--- config.mk ---
export PLATFORM = sky130hd
export DESIGN_NAME = fifo_wr_arbiter
export DESIGN_NICKNAME = d
export VERILOG_FILES = /design/src/rtl/fifo_wr_arbiter_pkg.sv /design/src/rtl/fifo_wr_arbiter_rr_arbiter.sv /design/src/rtl/fifo_wr_arbiter.sv
export SDC_FILE = /design/constraint.sdc
export NUM_CORES = 1
export LEC_CHECK = 0
export ABC_AREA = 1
export BUFFER_PORTS_ARGS = -buffer_cell sky130_fd_sc_hd__buf_2
export CORE_MARGIN = 2
export CORE_UTILIZATION = 50
export CTS_CLUSTER_SIZE = 10
export DETAILED_ROUTE_END_ITERATION = 10
export MAX_ROUTING_LAYER = met4
export PLACE_DENSITY = 0.89
export SYNTH_ARGS = -nofsm -noshare
export SYNTH_HDL_FRONTEND = slang
export SYNTH_SLANG_ARGS = --single-unit
--- constraint.sdc ---
create_clock -name clk -period 5.9 [get_ports clk]
set_clock_uncertainty 0.05 [all_clocks]
set_input_delay 0.59 -clock clk [delete_from_list [all_inputs] [get_ports clk]]
set_output_delay 0.59 -clock clk [all_outputs]
set_load 0.02 [all_outputs]
--- src/rtl/fifo_wr_arbiter_pkg.sv ---
`default_nettype none
// ============================================================================
// fifo_arb_pkg : shared types and round-robin pick helper for fifo_wr_arbiter
// Revision     : 1.0
// ============================================================================
package fifo_arb_pkg;

    localparam int unsigned c_MAX_REQ = 16;
    localparam int unsigned c_IDX_W   = 4;

    typedef enum logic [0:0] {
        ARB  = 1'b0,
        LOCK = 1'b1
    } arb_state_e;

    typedef struct packed {
        logic               found;
        logic [c_IDX_W-1:0] idx;
    } rr_pick_t;

    // Search valid starting at ptr, wrapping modulo n; ptr is assumed < n.
    function automatic rr_pick_t rr_pick(
        input logic [c_MAX_REQ-1:0] valid,
        input logic [c_IDX_W-1:0]   ptr,
        input int unsigned          n
    );
        rr_pick_t   res;
        logic [5:0] sum;
        res = '0;
        for (int unsigned i = 0; i < c_MAX_REQ; i++) begin
            sum = 6'(ptr) + 6'(i);
            if (sum >= 6'(n)) begin
                sum = sum - 6'(n);
            end
            if ((i < n) && !res.found && valid[sum[c_IDX_W-1:0]]) begin
                res.found = 1'b1;
                res.idx   = sum[c_IDX_W-1:0];
            end
        end
        return res;
    endfunction

endpackage
`default_nettype wire

--- src/rtl/fifo_wr_arbiter_rr_arbiter.sv ---
`default_nettype none
// ============================================================================
// rr_arbiter : combinational round-robin arbiter (one-hot grant + index)
// Revision   : 1.0
// ============================================================================
module rr_arbiter
    import fifo_arb_pkg::*;
#(
    parameter int NREQ  = 4,
    parameter int SRC_W = $clog2(NREQ)
) (
    input  logic [NREQ-1:0]  req_i,
    input  logic [SRC_W-1:0] ptr_i,
    output logic [NREQ-1:0]  grant_o,
    output logic [SRC_W-1:0] grant_idx_o,
    output logic             any_o
);

    logic [c_MAX_REQ-1:0] w_req_ext;
    logic [c_IDX_W-1:0]   w_ptr_ext;
    rr_pick_t             w_pick;
    logic                 w_unused;

    always_comb begin
        w_req_ext              = '0;
        w_req_ext[NREQ-1:0]    = req_i;
        w_ptr_ext              = '0;
        w_ptr_ext[SRC_W-1:0]   = ptr_i;
        w_pick                 = rr_pick(w_req_ext, w_ptr_ext, NREQ);
        grant_idx_o            = w_pick.idx[SRC_W-1:0];
        any_o                  = w_pick.found;
        grant_o                = '0;
        if (w_pick.found) begin
            grant_o[grant_idx_o] = 1'b1;
        end
    end

    assign w_unused = ^w_pick.idx;

endmodule
`default_nettype wire

--- src/rtl/fifo_wr_arbiter.sv ---
`default_nettype none
// ============================================================================
// fifo_wr_arbiter : packet-locking round-robin share of one fifo write port,
//                   with a one-entry holding register and flush sequencing
// Revision        : 1.0
// ============================================================================
module fifo_wr_arbiter
    import fifo_arb_pkg::*;
#(
    parameter int  NREQ  = 4,
    parameter type DTYPE = logic [31:0],
    parameter int  SRC_W = $clog2(NREQ)
) (
    input  logic             clk,
    input  logic             rst_n,
    input  logic             flush,
    input  logic [NREQ-1:0]  req_valid,
    input  logic [NREQ-1:0]  req_last,
    input  DTYPE             req_data [NREQ],
    output logic [NREQ-1:0]  req_ready,
    output logic             fifo_rst,
    output logic             fifo_wen,
    output DTYPE             fifo_wdata,
    input  logic             fifo_full,
    output logic [SRC_W-1:0] cur_src,
    output logic             locked
);

    arb_state_e       state_q, state_d;
    logic             hold_valid_q, hold_valid_d;
    DTYPE             hold_data_q, hold_data_d;
    logic [SRC_W-1:0] cur_src_q, cur_src_d;
    logic [SRC_W-1:0] rr_ptr_q, rr_ptr_d;
    logic             fifo_rst_q;

    logic [NREQ-1:0]  w_grant;
    logic [SRC_W-1:0] w_grant_idx;
    logic             w_any;
    logic             w_hold_free;
    logic             w_accept;
    logic             w_last;
    logic [SRC_W-1:0] w_sel;
    logic [SRC_W-1:0] w_next_ptr;

    rr_arbiter #(
        .NREQ  (NREQ),
        .SRC_W (SRC_W)
    ) u_rr_arbiter (
        .req_i       (req_valid),
        .ptr_i       (rr_ptr_q),
        .grant_o     (w_grant),
        .grant_idx_o (w_grant_idx),
        .any_o       (w_any)
    );

    assign fifo_wen    = hold_valid_q & ~fifo_full & ~fifo_rst_q;
    assign fifo_wdata  = hold_data_q;
    assign w_hold_free = ~hold_valid_q | fifo_wen;

    // rst_n gates ready so nothing is offered while the block is held in reset.
    always_comb begin
        req_ready = '0;
        if (rst_n && !flush && w_hold_free) begin
            if (state_q == LOCK) begin
                req_ready[cur_src_q] = 1'b1;
            end else if (w_any) begin
                req_ready = w_grant;
            end
        end
    end

    assign w_sel      = (state_q == LOCK) ? cur_src_q : w_grant_idx;
    assign w_accept   = |(req_valid & req_ready);
    assign w_last     = req_last[w_sel];
    assign w_next_ptr = (w_grant_idx == SRC_W'(NREQ - 1)) ? '0 : w_grant_idx + SRC_W'(1);

    always_comb begin
        state_d      = state_q;
        hold_valid_d = hold_valid_q;
        hold_data_d  = hold_data_q;
        cur_src_d    = cur_src_q;
        rr_ptr_d     = rr_ptr_q;
        if (flush) begin
            hold_valid_d = 1'b0;
            state_d      = ARB;
        end else if (w_accept) begin
            hold_valid_d = 1'b1;
            hold_data_d  = req_data[w_sel];
            if (state_q == ARB) begin
                rr_ptr_d  = w_next_ptr;
                cur_src_d = w_grant_idx;
                state_d   = w_last ? ARB : LOCK;
            end else if (w_last) begin
                state_d = ARB;
            end
        end else if (fifo_wen) begin
            hold_valid_d = 1'b0;
        end
    end

    always_ff @(posedge clk or negedge rst_n) begin
        if (!rst_n) begin
            state_q      <= ARB;
            hold_valid_q <= 1'b0;
            hold_data_q  <= '0;
            cur_src_q    <= '0;
            rr_ptr_q     <= '0;
            fifo_rst_q   <= 1'b1;
        end else begin
            state_q      <= state_d;
            hold_valid_q <= hold_valid_d;
            hold_data_q  <= hold_data_d;
            cur_src_q    <= cur_src_d;
            rr_ptr_q     <= rr_ptr_d;
            fifo_rst_q   <= flush;
        end
    end

    assign fifo_rst = fifo_rst_q;
    assign cur_src  = cur_src_q;
    assign locked   = (state_q == LOCK);

endmodule
`default_nettype wire
### Word level (Yosys, flattened, before mapping)

Index checks and enable logic that the tools add are counted.

| operators by class | value |
|---|---|
| $add $sub $neg | 8 |
| magnitude comparators | 14 |
| equality and inequality tests | 1 |
| mux-type cells | 36 |
| bitwise logic cells | 10 |
| reductions and logical operators | 16 |

Operators with widths:

| kind | number |
|---|---|
| $bmux W32 S2 | 1 |
| $mux W32 | 2 |
| $mux W4 | 7 |
| $lt A4 B5 Y1 const B | 4 |
| $mux W5 | 4 |
| $ge A6 B3 Y1 const B | 3 |
| $bmux W1 S4 | 4 |
| $mux W1 | 13 |
| $sub A4 B3 Y4 const B | 3 |
| $lt A2 B3 Y1 const B | 3 |
| $logic_and A1 B1 Y1 | 7 |
| $add A2 B2 Y3 const B | 2 |
| $not A1 Y1 | 5 |
| $and A4 B4 Y4 | 1 |
| $demux W1 S2 | 2 |
| $ge A2 B1 Y1 const B | 2 |
| $logic_not A1 Y1 | 4 |
| $mux W2 | 2 |
| $reduce_or A4 Y1 | 1 |
| $sub A2 B3 Y4 const B | 1 |
| $add A2 B1 Y3 const B | 1 |
| $ge A2 B3 Y1 const B | 1 |
| $ge A3 B3 Y1 const B | 1 |
| $not A2 Y3 | 1 |
| other kinds (9) | 10 |

| storage, ports and cells | value |
|---|---|
| bits in registers | 39 |
| input port bits | 140 |
| output and inout bits | 41 |
| logic and storage cells | 91 |

### Depth between registers and ports, before layout

Gate-level depths: netlist (run 1).

| logic depth | value |
|---|---|
| depth after elaboration | 25 |
| gate-level depth with buffers | 26 |

### By module

Synthesis (run 1) repeated with hierarchy kept, for this count alone.

| unflattened totals | value |
|---|---|
| cells, all modules | 491 |
| area, all modules | 3055.4 µm² |

Modules (own cells, without submodules):

| module | instances | cells an instance | area each (µm²) |
|---|---|---|---|
| fifo_wr_arbiter | 1 | 425 | 2715.1 |
| rr_arbiter | 1 | 66 | 340.3 |

### Least setup slack after synthesis (run 1)

No wires, ideal clock.

| timing | value |
|---|---|
| kind | register -> output |
| start | reg rr_ptr_q[0] |
| end | out req_ready[3] |
| arrival | 2339 ps |
| data required time | 5260 ps |
| path slack | 2921 ps |
| cell stages (with the launch flop) | 16 |
| path buffers | 0 |
| cells stage by stage | dfrtp_1 -> inv_2 -> ha_1 -> inv_1 -> nand3_1 -> nand2_1 -> nor2_1 -> nand2_1 -> nand2_1 -> nand2_1 -> nand3_1 -> nand2_1 -> inv_1 -> ha_1 -> nand2_1 -> a21boi_0 |

| on the way | value |
|---|---|
| word-level cells in the longest chain between the ends | 21 |
| elaborated cells on any way between the ends | 41 |

Ends and longest elaborated chain:

| item | RTL line | source |
|---|---|---|
| start: declaration | fifo_wr_arbiter.sv:33 | `logic [SRC_W-1:0] rr_ptr_q, rr_ptr_d;` |
| start signal: assignment | fifo_wr_arbiter.sv:114 | `rr_ptr_q <= rr_ptr_d;` |
| branches (longest 13 deep; another with $ge A6 B3 Y1) | -- |  |
| $mux W5 (*) | fifo_wr_arbiter_pkg.sv:35 | `if ((i < n) && !res.found && valid[sum[c_IDX_W-1:0]]) begin` |
| $lt A2 B3 Y1 (implied by the code) / $ge A2 B1 Y1 (equally long branches) | fifo_wr_arbiter_rr_arbiter.sv:34 | `grant_o[grant_idx_o] = 1'b1;` |
| $logic_and A1 B1 Y1 (implied by the code) | fifo_wr_arbiter_rr_arbiter.sv:34 |  |
| $mux W1 (implied by the code) | fifo_wr_arbiter_rr_arbiter.sv:34 |  |
| $demux W1 S2 | -- |  |
| $mux W4 (*) | fifo_wr_arbiter.sv:66 | `end else if (w_any) begin` |
| $mux W4 (*) | fifo_wr_arbiter.sv:64 | `if (state_q == LOCK) begin` |
| $mux W4 (*) | fifo_wr_arbiter.sv:63 | `if (rst_n && !flush && w_hold_free) begin` |
| end: declaration | fifo_wr_arbiter.sv:20 | `output logic [NREQ-1:0] req_ready,` |

Every way passes the cells marked *. The select of a mux whose other input is x is not followed.

### Worst setup path in the final report (run 1)

| timing | value |
|---|---|
| start | reg rr_ptr_q[0] |
| end | reg state_q (netlist: locked) |

| on the way | value |
|---|---|
| word-level cells in the longest chain between the ends | 24 |
| elaborated cells on any way between the ends | 50 |

Ends and longest elaborated chain:

| item | RTL line | source |
|---|---|---|
| branches (longest 13 deep; another with $ge A6 B3 Y1) | -- |  |
| $mux W5 (*) | fifo_wr_arbiter_pkg.sv:35 |  |
| $lt A2 B3 Y1 (implied by the code) / $ge A2 B1 Y1 (equally long branches) | fifo_wr_arbiter_rr_arbiter.sv:34 |  |
| $logic_and A1 B1 Y1 (implied by the code) | fifo_wr_arbiter_rr_arbiter.sv:34 |  |
| $mux W1 (implied by the code) | fifo_wr_arbiter_rr_arbiter.sv:34 |  |
| $demux W1 S2 | -- |  |
| $mux W4 | fifo_wr_arbiter.sv:66 |  |
| $mux W4 | fifo_wr_arbiter.sv:64 |  |
| $mux W4 | fifo_wr_arbiter.sv:63 |  |
| $and A4 B4 Y4 | fifo_wr_arbiter.sv:73 | `assign w_accept = \|(req_valid & req_ready);` |
| $reduce_or A4 Y1 | fifo_wr_arbiter.sv:73 |  |
| $reduce_bool A2 Y1 (no line) | -- |  |
| end signal: assignment | fifo_wr_arbiter.sv:110 | `state_q <= state_d;` |
| end: declaration | fifo_wr_arbiter.sv:29 | `arb_state_e state_q, state_d;` |

Marks and branches as above.
A chain may end at the register's enable or synchronous reset.

==> results.toml, run 1 <==
[outcome]
outcome = "complete, no violations"

[sta]
fmax_mhz = 266
rsz0062_at_grt = "no"
tightest_slew_ns = 1.14
drv_slew = 0
fin_crit_sh_pct = 63.7
tns_ns = 0
setup_viol = 0
min_period_ns = 3.76
max-slew-margin-rel_pct = 23.5
finalHoldViolCount = 0

[power_and_ir_drop]
power_density_nw_per_um2 = 685
vdd_drop_max_mv = 0.387
comb_power_share_pct = 76.5
p_int_uw = 1230
sw_frac_of_total_pct = 59.1
clkPwrFrac_pct = 7.4
p_sw_uw = 1780
power_frac_seq_pct = 16.1
p_leak_uw = 0.00283

[critical_path]
r2r_start = "rr_ptr_q[0]"
startpoint = "rr_ptr_q[0]"
worstSetupPathType = "register to register"
critical_path_required_ns = 6.07
cp-start-kind = "register"
cp_common_cell = "nand2_1"
arrival_ns = 3.93
path_cells = "inv_2 > ha_1 > inv_1 > nand3_1 > nand3_2 > nand3_1 > nor2_1 > nand2_1 > nand2_1 > inv_1 > ha_1 > inv_1 > nor2_1 > nand2_1 > nand2_1 > nand3_1 > nand2_1 > inv_2 > nand2_4 > inv_2 > nand3_1 > nand2_1"
crit_buf_inv = 6
crit_family = "simple AND/OR/NAND/NOR gates"
path_max_fanout = 54
endpoint_kind = "register"
r2r_setup_slack_ns = 2.14
cp_slowest_cell = "inv_2"
cpPeakStageDelay_ns = 0.58

[detailed_routing]
totalWireLength_um = 10000
drtIter0Drc = 193
detail-route-antenna-nets = 0
first_pass_iters = 5
wl_per_cell_um = 12.2
drc_errors = 0
vias = 4171
vias_per_cell = 5.09

[floorplan]
coreArea_um2 = 6760
die_y_um = 87.5
die_area_um2 = 7660
row_count = 30
start_util_pct = 51.6
ios = 181
die_w_um = 87.5

[grt]
grt_pass1_vias = 3740
grt_pass1_wl_um = 16000
antenna_found_initial = 0
overflow = 0
groute.usage.overall_pct = 26.3
grt_max_degree = 69

[cts]
cts-buffers-inserted = 5
cts_setup_buffers = 0
insertion_delay_ns = 0.28
cts_tree = "built"
cts-root-buf = "clkbuf_8"
clk_path_buf_depth = 2
clk_pin_slew_worst_paths_ns = 0.08
clock-sinks = 39
cts-resized-gates = 0
htreeDepth = 2
hold_buffers = 0

[layout]
post-route-util_pct = 65.1
diodes = 0
finalNonFillerCells = 819
register_area_um2 = 977
drive_gt1_share_pct = 28.3
fin_nets = 887
syn_to_final_growth_pct = 26.1
nFillCells = 640
multi_input_area_um2 = 1970

[hold_path]
worst_hold_path_type = "input port to asynchronous set/reset pin"

[placed_design]
dp_hpwl_um = 7390
dp_cells = 811
globalplace.congestion = 0.990
portBuffers = 180

[synth]
ys_ff_latch = 39
syn-instance-count = 584
syn_area_um2 = 3490
syn_nets = 733
yosysUniqueCellTypes = 27
postSynthAreaPerCell_um2 = 5.97
seq_area_frac_synth_pct = 28.0
ys_warn_count = 0

[run]
max-cap-violations = 0
-- state kept, by name (all words and copies together) (netlist names) --
register,flops
locked,1
fifo_wdata,32
hold_valid_q,1
cur_src,2
rr_ptr_q,2
fifo_rst,1
-- layout by cell type, fill, tap and decap left out, types with 2 or more instances in the layout --
| master | synthesis | routed |
|---|---|---|
| a21oi_1 | 4 | 4 |
| nand3_2 | 2 | 2 |
| o21ai_1 | 2 | 2 |
| o21ai_0 | 3 | 3 |
| dfrtp_1 | 38 | 38 |
| buf_2 | 12 | 180 |
| nand4_1 | 2 | 2 |
| nand2_1 | 215 | 215 |
| clkbuf_8 | 0 | 5 |
| nand3_1 | 169 | 169 |
| ha_1 | 9 | 9 |
| nand2_2 | 3 | 3 |
| nand3b_1 | 2 | 2 |
| inv_1 | 75 | 75 |
| buf_4 | 10 | 3 |
| inv_2 | 8 | 8 |
| nor2_1 | 8 | 8 |
-- logic make-up (layout without fill, tap and decap cells) --
logic type,count (synthesis),in the layout,share of synthesized area [%]
compound gates,11,11,1.76
fa+ha+maj,9,9,3.23
buf+inv,119,274,15.4
flops,39,39,28.0
simple gates,406,406,51.6
-- path summary, 6_finish.rpt --
check,cells past startpoint,endpoint
max in group asynchronous,2,fifo_rst
worst min-delay path,2,fifo_wdata[10]
min in group clk,1,fifo_rst
worst min register to register,2,fifo_wdata[1]
worst max-delay path,22,locked
worst max register to register,22,locked
-- synth_stat cells --
| cell | count | share of area (%) |
|---|---|---|
| nand2_1 | 215 | 23 |
| nand3_1 | 169 | 24 |
| inv_1 | 75 | 8.1 |
| dfrtp_1 | 38 | 27 |
| buf_2 | 12 | 1.7 |
| buf_4 | 10 | 2.2 |
| ha_1 | 9 | 3.2 |
| inv_2 | 8 | 0.86 |
| nor2_1 | 8 | 0.86 |
| clkbuf_1 | 7 | 0.75 |
| buf_6 | 5 | 1.6 |
| a21oi_1 | 4 | 0.57 |
| nand2_2 | 3 | 0.54 |
| o21ai_0 | 3 | 0.43 |
| buf_1 | 2 | 0.22 |
| nand3_2 | 2 | 0.57 |
| nand3b_1 | 2 | 0.43 |
| nand4_1 | 2 | 0.36 |
| o21ai_1 | 2 | 0.29 |
| a21boi_0 | 1 | 0.22 |
| a21oi_2 | 1 | 0.25 |
| dfstp_2 | 1 | 0.75 |
| nand2_4 | 1 | 0.32 |
| nand4_4 | 1 | 0.61 |
| nor3_1 | 1 | 0.14 |
| nor3b_1 | 1 | 0.22 |
| or2_2 | 1 | 0.18 |
-- layout make-up --
type                    instances  area share (%)
clock buffers                   5            1.56
flip-flops and latches         39            22.2
multi-input cells             426            44.9
inverters                      83            7.08
clock inverters                 3           0.995
well taps                      80            2.28
repair buffers                183            21.0
-- routing by layer --
| layer | global-route usage [%] | wire length [um] |
|---|---|---|
| met1 | 32.3 | 4220 |
| met2 | 44.7 | 5070 |
| met3 | 4.83 | 579 |
| met4 | 6.57 | 138 |
| met5 | - | 0 |
-- metrics by stage --
stage / worst slack, ns / total power, uW / hold slack [ns] / cell area, um^2
2_1_floorplan: 2.92 / 2430 / 0.244 / 3490
3_3_place_gp: 2.32 / 2730 / 0.409 / 4290
6_report: 2.14 / 3010 / 0.296 / 4400
4_1_cts: 2.14 / 3030 / 0.318 / 4400
3_5_place_dp: 2.16 / 2800 / 0.413 / 4290
5_1_grt: 1.68 / 3350 / 0.337 / 4400
-- power by group through the flow --
stage | combinational, uW | sequential, uW | clock, uW
3_5_place_dp | 2320 | 482 | 0
2_1_floorplan | 1820 | 603 | 0
3_3_place_gp | 2240 | 485 | 0
4_1_cts | 2320 | 481 | 226
6_report | 2310 | 484 | 223
5_1_grt | 2610 | 499 | 238
Power figures use the tool's default switching activity.
==> inputs of run 2 (changes only) <==
--- a/config.mk
+++ b/config.mk
@@ -8,11 +8,11 @@
 export ABC_AREA = 1
 export BUFFER_PORTS_ARGS = -buffer_cell sky130_fd_sc_hd__buf_2
 export CORE_MARGIN = 2
-export CORE_UTILIZATION = 50
+export CORE_UTILIZATION = 46
 export CTS_CLUSTER_SIZE = 10
 export DETAILED_ROUTE_END_ITERATION = 10
 export MAX_ROUTING_LAYER = met4
-export PLACE_DENSITY = 0.89
+export PLACE_DENSITY = 0.83
 export SYNTH_ARGS = -nofsm -noshare
 export SYNTH_HDL_FRONTEND = slang
 export SYNTH_SLANG_ARGS = --single-unit
==> constraint.sdc (replaced) <==
create_clock -name clk -period 3.75 [get_ports clk]
set_clock_uncertainty 0.05 [all_clocks]
set_input_delay 0.375 -clock clk [delete_from_list [all_inputs] [get_ports clk]]
set_output_delay 0.375 -clock clk [all_outputs]
set_load 0.02 [all_outputs]
==> run 2 against run 1 <==
Effect of this change:
- cell count rose by 2.8%
- total power rose by 60%
- highest routed layer unchanged
- via count rose by 2.0%
- non-clock buffer count rose by 3
- largest power group unchanged
- routed wire length rose by 6.3%
- sequential share of layout area fell by 0.26 points
- clock power rose by 24%
- register-to-register slack got worse by 1.7 ns
- first-iteration DRC count rose by 13%
- setup slack got worse by 1.7 ns
- combinational power rose by 63%
- clock-buffer cell count rose by 1
- largest cell class unchanged
==> results.toml, run 2 (same netlist as run 1, synthesis figures left out) <==
[outcome]
outcome = "complete, no violations"

[grt]
grt_max_degree = 67
grt_pass1_wl_um = 17400
antenna_found_initial = 1
overflow = 0
grt_pass1_vias = 3805
groute.usage.overall_pct = 25.9

[run]
max-cap-violations = 0

[layout]
register_area_um2 = 978
multi_input_area_um2 = 1980
fin_nets = 890
nFillCells = 753
drive_gt1_share_pct = 28.6
layout_commonest_cell = "nand2_1"
largest_register_ffs = 32
syn_to_final_growth_pct = 27.8
layout_common_cells = "215 x nand2_1, 180 x buf_2, 169 x nand3_1"

[floorplan]
die_area_um2 = 8300
row_count = 31
coreArea_um2 = 7290
start_util_pct = 47.8
die_y_um = 91.1
die_w_um = 91.1
ios = 181

[critical_path]
path_cells = "inv_1 > ha_1 > inv_1 > nand3_1 > nand2_1 > nor2_1 > nand2_1 > nand2_1 > nand2_1 > nand3_1 > nand2_1 > inv_1 > ha_1 > inv_1 > nor2_1 > nand2_1 > a21oi_1 > buf_2"
cp-start-kind = "register"
cp_num_cells = 18
rr_worst_depth = 24
worstSetupPathType = "register to output port"
r2r_setup_slack_ns = 0.46
critical_path_required_ns = 3.32
crit_buf_inv = 5
cp_slowest_cell = "dfrtp_1"
crit_family = "simple AND/OR/NAND/NOR gates"
reg2reg_to = "fifo_wdata[17]"
cpPeakStageDelay_ns = 0.47
r2r_start = "rr_ptr_q[1]"
crit_path_end = "req_ready[2]"
endpoint_kind = "output port"
cp_common_cell = "nand2_1"
arrival_ns = 2.92
startpoint = "rr_ptr_q[1]"
path_max_fanout = 8

[cts]
cts-resized-gates = 0
cts-buffers-inserted = 5
cts_tree = "built"
clk_path_buf_depth = 2
clk_pin_slew_worst_paths_ns = 0.08
hold_buffers = 0
insertion_delay_ns = 0.28
cts_setup_buffers = 0
cts-root-buf = "clkbuf_8"
htreeDepth = 2
clock-sinks = 39

[placed_design]
portBuffers = 180
dp_hpwl_um = 7990
globalplace.congestion = 0.945

[sta]
tightest_slew_ns = 0.721
whs_ns = 0.113
rsz0062_at_grt = "no"
fmax_mhz = 299
tns_ns = 0
fin_crit_sh_pct = 89.1
drv_slew = 0
min_period_ns = 3.34
setup_viol = 0
finalHoldViolCount = 0
max-slew-margin-rel_pct = 51.8

[power_and_ir_drop]
power_uw = 4810
p_leak_uw = 0.00283
power_density_nw_per_um2 = 1080
vdd_drop_max_mv = 0.739

[detailed_routing]
detail-route-antenna-nets = 0
totalWireLength_um = 10600
drtIter0Drc = 218
drc_errors = 0
wl_per_cell_um = 12.6
vias_per_cell = 5.05
vias = 4255
first_pass_iters = 7

[hold_path]
worst_hold_path_type = "input port to asynchronous set/reset pin"
[run 2: metal layers]
metal  routed length (um)  part of all wire (%)  up-vias  global-route usage (%)
met5                    0                     0        -                       -
met4                  223                   2.1        0                    7.07
met3                  765                   7.2       20                    4.56
met2                 5100                    48      174                    41.2
met1                 4540                    43     1911                    34.2
li1                     -                     -     2150                       -
[run 2: cell type report]
type                            instances  share of cell area (%)
Timing Repair Buffer                  186                    21.8
Clock inverter                          2                   0.281
Multi-Input combinational cell        426                    44.5
Clock buffer                            6                    1.63
Inverter                               83                    7.05
Tap cell                               99                    2.78
Antenna cell                            1                  0.0561
Sequential cell                        39                    22.0
[run 2: power by group]
group	switching, uW	internal, uW
registers	140	623
clock network	146	130
logic	2590	1180
[run 2: through the flow]
| stage | worst slack, ns | util, % | cells | cell area, um^2 |
|---|---|---|---|---|
| final | 0.410 | 61.1 | 842 | 4460 |
| after global routing | 0.0488 | 61.1 | 842 | 4460 |
| after CTS | 0.257 | 60.9 | 841 | 4440 |
| after detailed placement | 0.280 | 59.7 | 833 | 4350 |
| after global placement | 0.419 | 59.7 | 833 | 4350 |
| after floorplan | 0.880 | - | 584 | 3490 |
[run 2: how the worst min path moves through the flow]
stage	startpoint	endpoint	slack, ns	cells past startpoint
after global placement	fifo_wdata[7]	fifo_wdata[7]	0.41	2
after CTS	rst_n	fifo_wdata[1]	0.12	2
final	rst_n	locked	0.11	2
after detailed placement	fifo_wdata[14]	fifo_wdata[14]	0.41	2
after global routing	rst_n	locked	0.15	2
after floorplan	rst_n	cur_src[0]	0.03	0
